$ cat src/rtl/led_sequencer.sv
// led_sequencer: timed LED item display and all-LED end-of-game flash
module led_sequencer #(
  parameter int DATA_WIDTH  = 4,
  parameter int ON_SLOW     = 8,
  parameter int ON_FAST     = 4,
  parameter int GAP         = 2,
  parameter int BLINK       = 4,
  parameter int BLINK_COUNT = 3
) (
  input  logic                  clk,
  input  logic                  rst_n,
  input  logic                  show_req,
  input  logic [DATA_WIDTH-1:0] show_item,
  input  logic                  speed,
  input  logic                  flash_req,
  output logic [DATA_WIDTH-1:0] leds,
  output logic                  ready,
  output logic                  show_done,
  output logic                  flash_done
);
  localparam int M0  = ON_SLOW > ON_FAST ? ON_SLOW : ON_FAST;
  localparam int M1  = GAP > BLINK ? GAP : BLINK;
  localparam int MX  = M0 > M1 ? M0 : M1;
  localparam int CW  = $clog2(MX + 1);
  localparam int PW  = $clog2(BLINK_COUNT + 1);
  localparam logic [2:0] IDLE      = 3'd0;
  localparam logic [2:0] SHOW_ON   = 3'd1;
  localparam logic [2:0] SHOW_GAP  = 3'd2;
  localparam logic [2:0] FLASH_ON  = 3'd3;
  localparam logic [2:0] FLASH_OFF = 3'd4;
  logic [2:0]    state;
  logic [CW-1:0] cnt;
  logic [PW-1:0] pair;
  assign ready = state == IDLE;
  // State walk: each phase loads cnt with its length-1 and advances when cnt hits 0.
  // The latched item lives in leds itself, so no separate item/speed registers are needed.
  always_ff @(posedge clk or negedge rst_n) begin
    if (!rst_n) begin
      state      <= IDLE;
      cnt        <= '0;
      pair       <= '0;
      leds       <= '0;
      show_done  <= 1'b0;
      flash_done <= 1'b0;
    end else begin
      show_done  <= 1'b0;
      flash_done <= 1'b0;
      case (state)
        IDLE: begin
          if (flash_req) begin
            state <= FLASH_ON;
            leds  <= '1;
            cnt   <= CW'(BLINK - 1);
            pair  <= PW'(BLINK_COUNT - 1);
          end else if (show_req) begin
            state <= SHOW_ON;
            leds  <= show_item;
            cnt   <= speed ? CW'(ON_FAST - 1) : CW'(ON_SLOW - 1);
          end
        end
        SHOW_ON: begin
          if (cnt == '0) begin
            state <= SHOW_GAP;
            leds  <= '0;
            cnt   <= CW'(GAP - 1);
          end else cnt <= cnt - CW'(1);
        end
        SHOW_GAP: begin
          if (cnt == '0) begin
            state     <= IDLE;
            show_done <= 1'b1;
          end else cnt <= cnt - CW'(1);
        end
        FLASH_ON: begin
          if (cnt == '0) begin
            state <= FLASH_OFF;
            leds  <= '0;
            cnt   <= CW'(BLINK - 1);
          end else cnt <= cnt - CW'(1);
        end
        FLASH_OFF: begin
          if (cnt != '0) cnt <= cnt - CW'(1);
          else if (pair == '0) begin
            state      <= IDLE;
            flash_done <= 1'b1;
          end else begin
            state <= FLASH_ON;
            leds  <= '1;
            cnt   <= CW'(BLINK - 1);
            pair  <= pair - PW'(1);
          end
        end
        default: state <= IDLE;
      endcase
    end
  end
endmodule

$ cat config.mk
export PLATFORM = sky130hd
export DESIGN_NAME = led_sequencer
export DESIGN_NICKNAME = d
export VERILOG_FILES = /design/src/rtl/led_sequencer.sv
export SDC_FILE = /design/constraint.sdc
export NUM_CORES = 1
export LEC_CHECK = 0
export ABC_CLOCK_PERIOD_IN_PS = 5070
export BUFFER_PORTS_ARGS = -buffer_cell sky130_fd_sc_hd__buf_2
export CAP_MARGIN = 20
export CELL_PAD_IN_SITES_DETAIL_PLACEMENT = 0
export CELL_PAD_IN_SITES_GLOBAL_PLACEMENT = 2
export CORE_UTILIZATION = 36
export CTS_CLUSTER_DIAMETER = 150
export CTS_CLUSTER_SIZE = 20
export DETAILED_ROUTE_END_ITERATION = 12
export HOLD_SLACK_MARGIN = 0.05
export PLACE_DENSITY = 0.91
export SLEW_MARGIN = 10
export SYNTH_ARGS = -nofsm -noshare
export SYNTH_HDL_FRONTEND = slang
export SYNTH_SLANG_ARGS = --single-unit
$ cat constraint.sdc
create_clock -name clk -period 5.07 [get_ports clk]
set_input_delay 1.014 -clock clk [delete_from_list [all_inputs] [get_ports clk]]
set_output_delay 1.014 -clock clk [all_outputs]
set_load 0.02 [all_outputs]
==> results of run 1 <==
cells in the mapped netlist (all sizes together) (3+ instances only):
cell,instances
dfrtp,15
inv,7
ha,3
nand3,3
o21ai,5
clkbuf,3
nor3b,3
nor2,8
nand2,7
nor3,8
mux2,4
a21oi,3
sequential cells by signal (all words and copies together) (netlist names):
register / count
cnt: 4
leds: 4
state: 3
pair: 2
flash_done: 1
show_done: 1
metal layers:
layer	routed length, um	GRT usage [%]
met4	35	7.895
met2	977	26.34
met3	83	2.542
met5	0	0
met1	945	20.58
cells by family (layout without fill, tap and decap cells):
| logic type | after synthesis | in the layout | share of synthesized area, % |
|---|---|---|---|
| compound gates | 19 | 19 | 14.56 |
| fa+ha+maj | 3 | 3 | 3.902 |
| buf+inv | 12 | 27 | 5.332 |
| flops | 15 | 15 | 39.01 |
| mux | 6 | 6 | 8.323 |
| simple gates | 45 | 45 | 28.87 |
critical path, cell delays in order, from the launching register on:
cell      delay (ns)
dfrtp_1         0.53
or3_4           0.46
clkinv_4        0.09
buf_2           0.16
where the power goes:
part	switching, uW	internal [uW]	leakage (uW)
Clock	37.3	30.5	0.0000150
Combinational	184	161	0.000304
Sequential	55.6	165	0.000187
Total	277	356	0.000505
area by class of cell:
type                    instances  area [um2]  share of cell area (%)
multi-input cells              73       535.5                   49.37
inverters                       8       35.03                   3.230
well taps                      30       37.54                   3.460
flip-flops and latches         15       375.4                   34.60
repair buffers                 15       75.07                   6.920
clock buffers                   4       26.28                   2.422
cells in the final DEF, fill, tap and decap left out, types with 2 or more instances in the layout:
| master | n |
|---|---|
| dfrtp_1 | 15 |
| buf_2 | 15 |
| nor3_1 | 8 |
| inv_1 | 7 |
| nor2_1 | 7 |
| nand2_1 | 6 |
| mux2_4 | 4 |
| nand3_1 | 3 |
| o21ai_1 | 3 |
| a21oi_1 | 3 |
| ha_1 | 3 |
| clkbuf_4 | 3 |
| or3_4 | 2 |
| nor4b_1 | 2 |
| nor3b_1 | 2 |
| o21a_1 | 2 |
| mux2i_1 | 2 |
| nor2b_1 | 2 |
| nand2b_1 | 2 |
| nand4_1 | 2 |
| nand3b_1 | 2 |
| a211oi_1 | 2 |
final timing paths:
kind | start | end | slack, ns | depth (start not counted)
worst max-delay path | state[0] | ready | 2.54 | 3
worst min-delay path | pair[0] | pair[0] | 0.49 | 1
worst max register to register | cnt[0] | leds[2] | 3.13 | 6
worst min register to register | pair[0] | pair[0] | 0.49 | 1
max in group asynchronous | rst_n | cnt[0] | 4.18 | 1
min in group asynchronous | rst_n | leds[1] | 0.63 | 1
per-stage QoR:
stage	utilization [%]	setup slack, ns
floorplan	-	2.958
global placement	42.34	2.870
detailed placement	42.34	2.849
CTS	43.39	2.533
global route	43.39	2.451
finish	43.39	2.537
==> metrics.csv, run 1 <==
metric,value,unit
post-CTS sizing,0,
ANT nets after route,0,
RSZ-0062 raised after global routing,no,
CTS Buf Count,3,
share of flip-flops with an asynchronous set or reset,100.0,%
Finished Cell Area,1085,um2
core region area,2500,um2
final setup vio count,0,
WL/cell,14.08,um
Hold Path Class,reg2reg,
num ports,16,
Final period util,49.96,%
Post-Place Cells,141,
Power per Cell Area,583.5,nW/um2
"flops & latches, synth",15,
CP arrival,1.52,ns
CTS Root Cell,clkbuf_4,
Detailed Route WL,2041,um
Ys Warns,0,
maximum number of pins on one net before global-route repair,17,
Fin Clk Skew,0.002681,ns
Post-synth top flop,dfrtp_1,
Clock Latency Late Sink,0.28,ns
port bufs,15,
CTS HTree Levels,1,
Slew Limit Fails,0,
cts hold-fix bufs,0,
DP Area,1059,um2
VDD IR-drop max,0.0002532,V
Die ar.,2884,um2
post-layout min period,2.533,ns
first-pass GRT wire length,3284,um
die height,53.70,um
clk buf depth,2,
Cells after Synth,100,
CTS tree,yes,
via count,791,
TritonCTS Sinks,15,
Overall Power,633.0,uW
FP Rows,18,
DRC,0,
final hold violation count,0,
fillers,228,
vias in the first global route,736,
HPWL after DPL,1485,um
GRT Overall Usage,16.19,%
largest fanout on the critical path,14,
synthesized area,962.2,um2
Synth area leaders,"dfrtp_1 (39%), mux2_4 (6.2%), nor3_1 (4.2%)",
Die W,53.70,um
TNS Setup,0,ns
max-cap violation count,0,
CP Launch Type,flop,
Post-layout nets,128,
iteration count of the initial detailed-routing pass,4,
Setup Buffers After CTS,0,
final cell count without fillers,145,
sequential fraction of the synthesis area,39.01,%
Mapped Nets,112,
Syn Area/Cell,9.622,um2
GR Overflow Total,0,
placer congestion estimate,0.7896,
layout cells sized above 1,26.96,%
Starting Density,38.49,%
Critical Path RT,4.06,ns
Clock Pin Slew Worst Setup and Hold Paths,0.09,ns
run status,"finished, final reports clean",
initial antenna violation count,0,
Via-to-Cell Ratio,5.455,
Worst Tran Pin Value,0.4995,ns
CP Capture Type,output port,
antenna cells,0,
Max-slew headroom,66.63,%
top cell type's share of synthesized area,39.01,%
number of flops mapped to enable cells by yosys,0,
WS Path Type,reg2out,
synth unique cells,39,
initial drt markers,23,
Hold Slack,0.4874,ns
leakage,0.0005050,uW
cell accounting for the most synthesized area,dfrtp_1,
Syn-to-layout area delta,12.74,%
fmax,394.8,MHz
Note: power is estimated with default switching activity, not from simulation.
==> inputs of run 2 (changes only) <==
ABC_CLOCK_PERIOD_IN_PS = 2400   (was 5070)
CORE_UTILIZATION = 33   (was 36)
PLACE_DENSITY = 0.86   (was 0.91)
clock period = 2.4 ns   (was 5.07 ns; I/O delays follow)
==> run 2 against run 1 <==
  * Final area up 0.12%
  * Routed wire length is 4.3% higher
  * Clock skew hardly changed
  * Critical path depth unchanged
  * Global-route usage shrank 1.5 points
  * Worst setup slack got worse by 2.2 ns
  * Sequential share of layout area hardly changed
  * Clock power is 120% higher
  * Critical path type unchanged
  * Critical endpoint unchanged
  * Largest cell class unchanged
  * Highest routed layer unchanged
==> metrics.csv, run 2 (synthesized netlist as in run 1, its figures left out) <==
metric,value,unit,change
Clock Pin Slew Worst Setup and Hold Paths,0.09,ns,about the same
CTS HTree Levels,1,,unchanged
fmax,493.0,MHz,
Starting Density,34.89,%,was 38.49%
CP Capture Type,output port,,unchanged
final hold violation count,0,,unchanged
Detailed Route WL,2129,um,was 2041 um
WS Path Type,reg2out,,unchanged
Fin Clk Skew,0.003128,ns,was 0.002681 ns
Clock Latency Late Sink,0.29,ns,was 0.28 ns
most frequent cells in the layout,"dfrtp_1 (15), buf_2 (15), nor3_1 (8), inv_1 (7), nor2_1 (7)",,unchanged
TritonCTS Sinks,15,,unchanged
Top Registers,"cnt (4), leds (4), state (3)",,unchanged
VDD IR-drop max,0.0005750,V,was 0.0002532 V
largest fanout on the critical path,14,,unchanged
Worst Tran Pin Value,0.5516,ns,was 0.4995 ns
FP Rows,19,,was 18
DRC,0,,unchanged
Setup Buffers After CTS,0,,unchanged
clk buf depth,2,,unchanged
Syn-to-layout area delta,12.87,%,was 12.74%
Hold Path Class,in2async,,was reg2reg
die height,56.00,um,was 53.70 um
TNS Setup,0,ns,unchanged
CP arrival,1.55,ns,was 1.52 ns
max-cap violation count,0,,unchanged
Max-slew headroom,63.15,%,was 66.63%
initial drt markers,28,,was 23
Post-layout nets,128,,unchanged
cts hold-fix bufs,0,,unchanged
WL/cell,14.58,um,was 14.08 um
final setup vio count,0,,unchanged
GRT Overall Usage,14.69,%,was 16.19%
RSZ-0062 raised after global routing,no,,unchanged
Final period util,84.52,%,
placer congestion estimate,0.8410,,was 0.7896
Power per Cell Area,1240,nW/um2,was 583.5 nW/um2
core region area,2758,um2,was 2500 um2
port bufs,15,,unchanged
HPWL after DPL,1598,um,was 1485 um
CP Launch Type,flop,,unchanged
Die ar.,3135,um2,was 2884 um2
PnR worst setup slack,0.3716,ns,was 2.537 ns
iteration count of the initial detailed-routing pass,4,,unchanged
Via-to-Cell Ratio,5.418,,was 5.455
post-layout min period,2.028,ns,
via count,791,,unchanged
pre-CTS worst setup slack,0.5085,ns,was 2.849 ns
ANT nets after route,0,,unchanged
num ports,16,,unchanged
CTS Root Cell,clkbuf_4,,unchanged
run status,"finished, final reports clean",,unchanged
vias in the first global route,739,,was 736
layout cells sized above 1,26.96,%,unchanged
initial antenna violation count,0,,unchanged
leakage,0.0005050,uW,unchanged
antenna cells,0,,unchanged
CTS tree,yes,,unchanged
Critical Path RT,1.92,ns,was 4.06 ns
GR Overflow Total,0,,unchanged
CTS Buf Count,3,,unchanged
Die W,56.00,um,was 53.70 um
Slew Limit Fails,0,,unchanged
fillers,276,,was 228
post-CTS sizing,0,,unchanged
maximum number of pins on one net before global-route repair,17,,unchanged
first-pass GRT wire length,3512,um,was 3284 um
Overall Power,1346,uW,was 633.0 uW
==> run 2: cell counts in the layout (fill, tap and decap cells not counted) <==
No cell type changed its count.
==> run 2: final cells by class <==
cell class	count	area, um2	area share [%]
Clock buffer	4	26.28	2.419
Inverter	8	35.03	3.226
Multi-Input combinational cell	73	535.5	49.31
Sequential cell	15	375.4	34.56
Tap cell	31	38.79	3.571
Timing Repair Buffer	15	75.07	6.912
==> run 2: per-layer routing <==
layer	share of wire (%)	wire length (um)	up-vias	global-route usage (%)
met2	45	962	29	23.64
met3	6.0	128	3	1.860
met5	0	0	-	0
met4	1.3	28	0	8.362
li1	-	-	395	-
met1	47	1009	364	18.94
==> run 2: worst paths after layout <==
kind | start | slack, ns | cells past startpoint | endpoint
setup reg to reg | cnt[1] | 0.49 | 6 | leds[2]
hold reg to reg | pair[0] | 0.48 | 1 | pair[0]
max in group asynchronous | rst_n | 2.08 | 1 | flash_done
hold / removal | rst_n | 0.07 | 1 | cnt[1]
setup / recovery | state[0] | 0.37 | 3 | ready
min in group clk | pair[0] | 0.48 | 1 | pair[0]
==> run 2: report_power, final <==
part | internal, uW | switching, uW
combinational | 340 | 385
clock | 64.8 | 86.3
sequential | 348 | 122
total | 753 | 593
==> run 2: per-stage QoR <==
| step | cell area (um2) | instances | hold WS (ns) | util (%) |
|---|---|---|---|---|
| global placement | 1060 | 142 | 0.3989 | 38.43 |
| global route | 1086 | 146 | 0.09986 | 39.38 |
| CTS | 1086 | 146 | 0.08506 | 39.38 |
| detailed placement | 1060 | 142 | 0.4075 | 38.43 |
| finish | 1086 | 146 | 0.07406 | 39.38 |
| floorplan | 962.2 | 100 | 0.1844 | - |
==> run 2: worst max-delay path, cell delays in order (launching register included) <==
cell	delay, ns
dfrtp_1	0.53
or3_4	0.47
clkinv_4	0.09
buf_2	0.16
==> inputs of run 3 (changes only) <==
ABC_AREA = 1   (was not set)
ABC_CLOCK_PERIOD_IN_PS = 1700   (was 2400)
CORE_UTILIZATION = 28   (was 33)
PLACE_DENSITY = 0.83   (was 0.86)
clock period = 1.7 ns   (was 2.4 ns; I/O delays follow)
==> run 3 against run 2 <==
  * Worst setup slack worse by 0.25 ns
  * Synthesized cell count up 28%
  * Hold slack better by 0.30 ns
  * Final area up 4.6%
  * Sequential share of layout area down 1.5 points
  * Global-route usage down 0.56 points
  * Register-to-register slack worse by 0.31 ns
  * Sequential cell count unchanged
  * Critical path type unchanged
  * Critical endpoint unchanged
==> metrics.csv, run 3 <==
metric,value,unit,change
run status,"finished, final reports clean",,unchanged
clk buf depth,2,,unchanged
Synth top cells by count,"nand2_1 (38), dfrtp_1 (15), nor2_1 (14), inv_1 (12), nand3_1 (9)",,"was dfrtp_1 (15), nor3_1 (8), inv_1 (7), nor2_1 (7), nand2_1 (6)"
most frequent cell after synthesis,nand2_1,,was dfrtp_1
post-layout min period,1.579,ns,
max-cap violation count,0,,unchanged
met3 WL,57,um,was 128 um
critical path's slowest cell,dfrtp_1,,unchanged
Crit path largest cell delay,0.45,ns,was 0.53 ns
critical path depth in cells,4,,was 3
core region area,3178,um2,was 2758 um2
GRT Overall Usage,14.13,%,was 14.69%
synthesized area,968.4,um2,was 962.2 um2
PnR worst setup slack,0.1213,ns,was 0.3716 ns
Setup Buffers After CTS,0,,unchanged
Finished Cell Area,1136,um2,was 1086 um2
Hold Path Class,in2reg,,was in2async
Hold Slack,0.3776,ns,was 0.07406 ns
reg2reg end,leds[2],,unchanged
Critical R2R Launch,cnt[0],,was cnt[1]
die height,60.81,um,was 56.00 um
HPWL after DPL,1656,um,was 1598 um
final cell count without fillers,192,,was 146
leakage,0.0006032,uW,was 0.0005050 uW
fmax,633.4,MHz,
placer congestion estimate,0.7618,,was 0.8410
Highest Signal Layer,met4,,unchanged
largest fanout on the critical path,5,,was 14
Max-slew headroom,75.54,%,was 63.15%
ANT nets after route,0,,unchanged
most frequent cells in the layout,"nand2_1 (38), dfrtp_1 (15), buf_2 (15), nor2_1 (14), inv_1 (12)",,"was dfrtp_1 (15), buf_2 (15), nor3_1 (8), inv_1 (7), nor2_1 (7)"
initial drt markers,23,,was 28
Post-synth top flop,dfrtp_1,,unchanged
fillers,343,,was 276
number of flops mapped to enable cells by yosys,0,,unchanged
num ports,16,,unchanged
Die W,60.81,um,was 56.00 um
share of flip-flops with an asynchronous set or reset,100.0,%,unchanged
port bufs,15,,unchanged
CP Capture Type,output port,,unchanged
TritonCTS Sinks,15,,unchanged
RSZ-0062 raised after global routing,no,,unchanged
Critical Path RT,1.36,ns,was 1.92 ns
Syn Area/Cell,7.566,um2,was 9.622 um2
first-pass GRT wire length,3815,um,was 3512 um
synth unique cells,24,,was 39
Syn-to-layout area delta,17.31,%,was 12.87%
TNS Setup,0,ns,unchanged
final hold violation count,0,,unchanged
post-CTS sizing,0,,unchanged
WL/cell,10.93,um,was 14.58 um
WS Path Type,reg2out,,unchanged
Clock Latency Late Sink,0.28,ns,was 0.29 ns
Cells after Synth,128,,was 100
DP Area,1099,um2,was 1060 um2
VDD IR-drop max,0.0006697,V,was 0.0005750 V
"flops & latches, synth",15,,unchanged
"reg-to-reg slack, setup",0.18,ns,was 0.49 ns
DR WL met2,902,um,was 962 um
via count,859,,was 791
Post-layout nets,161,,was 128
iteration count of the initial detailed-routing pass,4,,unchanged
Mapped Nets,140,,was 112
sequential fraction of the synthesis area,38.76,%,was 39.01%
Final period util,92.87,%,
worst-case reg-to-reg path depth,8,,was 6
CTS Buf Count,3,,unchanged
CTS tree,yes,,unchanged
cell accounting for the most synthesized area,dfrtp_1,,unchanged
final setup vio count,0,,unchanged
cts hold-fix bufs,1,,was 0
Die ar.,3698,um2,was 3135 um2
"most common cell after layout, fill and taps aside",nand2_1,,
Setup crit start,state[0],,unchanged
capture point of the worst path,ready,,unchanged
CP arrival,1.24,ns,was 1.55 ns
maximum number of pins on one net before global-route repair,16,,was 17
Slew Limit Fails,0,,unchanged
pre-CTS worst setup slack,0.1972,ns,was 0.5085 ns
CP Launch Type,flop,,unchanged
FP Rows,20,,was 19
"CP delay by family, top",flip-flops,,unchanged
antenna cells,0,,unchanged
CTS Root Cell,clkbuf_4,,unchanged
Top Registers,"cnt (4), leds (4), state (3)",,unchanged
initial antenna violation count,0,,unchanged
GR Overflow Total,0,,unchanged
worst path buffer plus inverter count,2,,unchanged
Clock Pin Slew Worst Setup and Hold Paths,0.09,ns,about the same
Via-to-Cell Ratio,4.474,,was 5.418
M1 wire length,1125,um,was 1009 um
Worst Tran Pin Value,0.3641,ns,was 0.5516 ns
top cell type's share of synthesized area,38.76,%,was 39.01%
vias in the first global route,834,,was 739
layout cells sized above 1,24.32,%,was 26.96%
Power per Cell Area,2005,nW/um2,was 1240 nW/um2
Post-Place Cells,187,,was 142
CTS HTree Levels,1,,unchanged
CP cell instances,inv_2 -> nand2_2 -> nor2_4 -> buf_2,,was or3_4 -> clkinv_4 -> buf_2
Starting Density,30.47,%,was 34.89%
Fin Clk Skew,0.004314,ns,was 0.003128 ns
DRC,0,,unchanged
Detailed Route WL,2098,um,was 2129 um
Synth area leaders,"dfrtp_1 (39%), nand2_1 (15%), nor2_1 (5.4%)",,"was dfrtp_1 (39%), mux2_4 (6.2%), nor3_1 (4.2%)"
Ys Warns,0,,unchanged
==> run 3: stage by stage <==
stage	utilization, %	power [uW]
2_1_floorplan	-	1765
3_3_place_gp	34.57	2083
3_5_place_dp	34.57	2090
4_1_cts	35.75	2314
5_1_grt	35.75	2549
6_report	35.75	2278
==> run 3: worst min path at each step <==
stage	start	end	slack [ns]	cells past startpoint
4_1_cts	speed	cnt[2]	0.37	4
2_1_floorplan	rst_n	cnt[0]	0.04	0
6_report	speed	cnt[2]	0.38	4
3_5_place_dp	rst_n	cnt[0]	0.28	1
3_3_place_gp	rst_n	pair[0]	0.28	1
5_1_grt	show_item[2]	leds[2]	0.42	5
==> run 3: cell type report <==
class,count,area (um2),area share [%]
well taps,44,55.05,4.846
clock buffers,3,22.52,1.982
repair buffers,17,92.59,8.150
multi-input cells,98,533.0,46.92
inverters,14,52.55,4.626
flip-flops and latches,15,375.4,33.04
clock inverters,1,5.005,0.4405
==> run 3: kinds of logic after synthesis <==
group	share of synthesized area [%]
XOR/XNOR	0.9046
AO/OA/AOI/OAI	10.72
adder cells (fa/ha/maj)	3.876
buffers and inverters	6.202
flip-flops	38.76
AND/OR/NAND/NOR	39.53
==> run 3: power breakdown <==
group / total (uW) / switching (uW) / internal [uW] / leakage (uW)
clock network: 204 / 117 / 87.3 / 0.0000177
logic: 1420 / 930 / 490 / 0.000401
registers: 653 / 136 / 518 / 0.000185
total: 2280 / 1180 / 1100 / 0.000603
==> run 3: worst register-to-register path: cells and delay by family, from the launching register on <==
kind          cells  cell delay [ns]
simple gates      5             0.54
flops             1             0.38
buf+inv           2             0.34
fa+ha+maj         1             0.16
==> run 3: routing by layer <==
metal	up-vias	global-route usage [%]
met1	387	20.76
met4	0	4.870
met5	-	0
met3	2	2.559
li1	456	-
met2	14	20.72
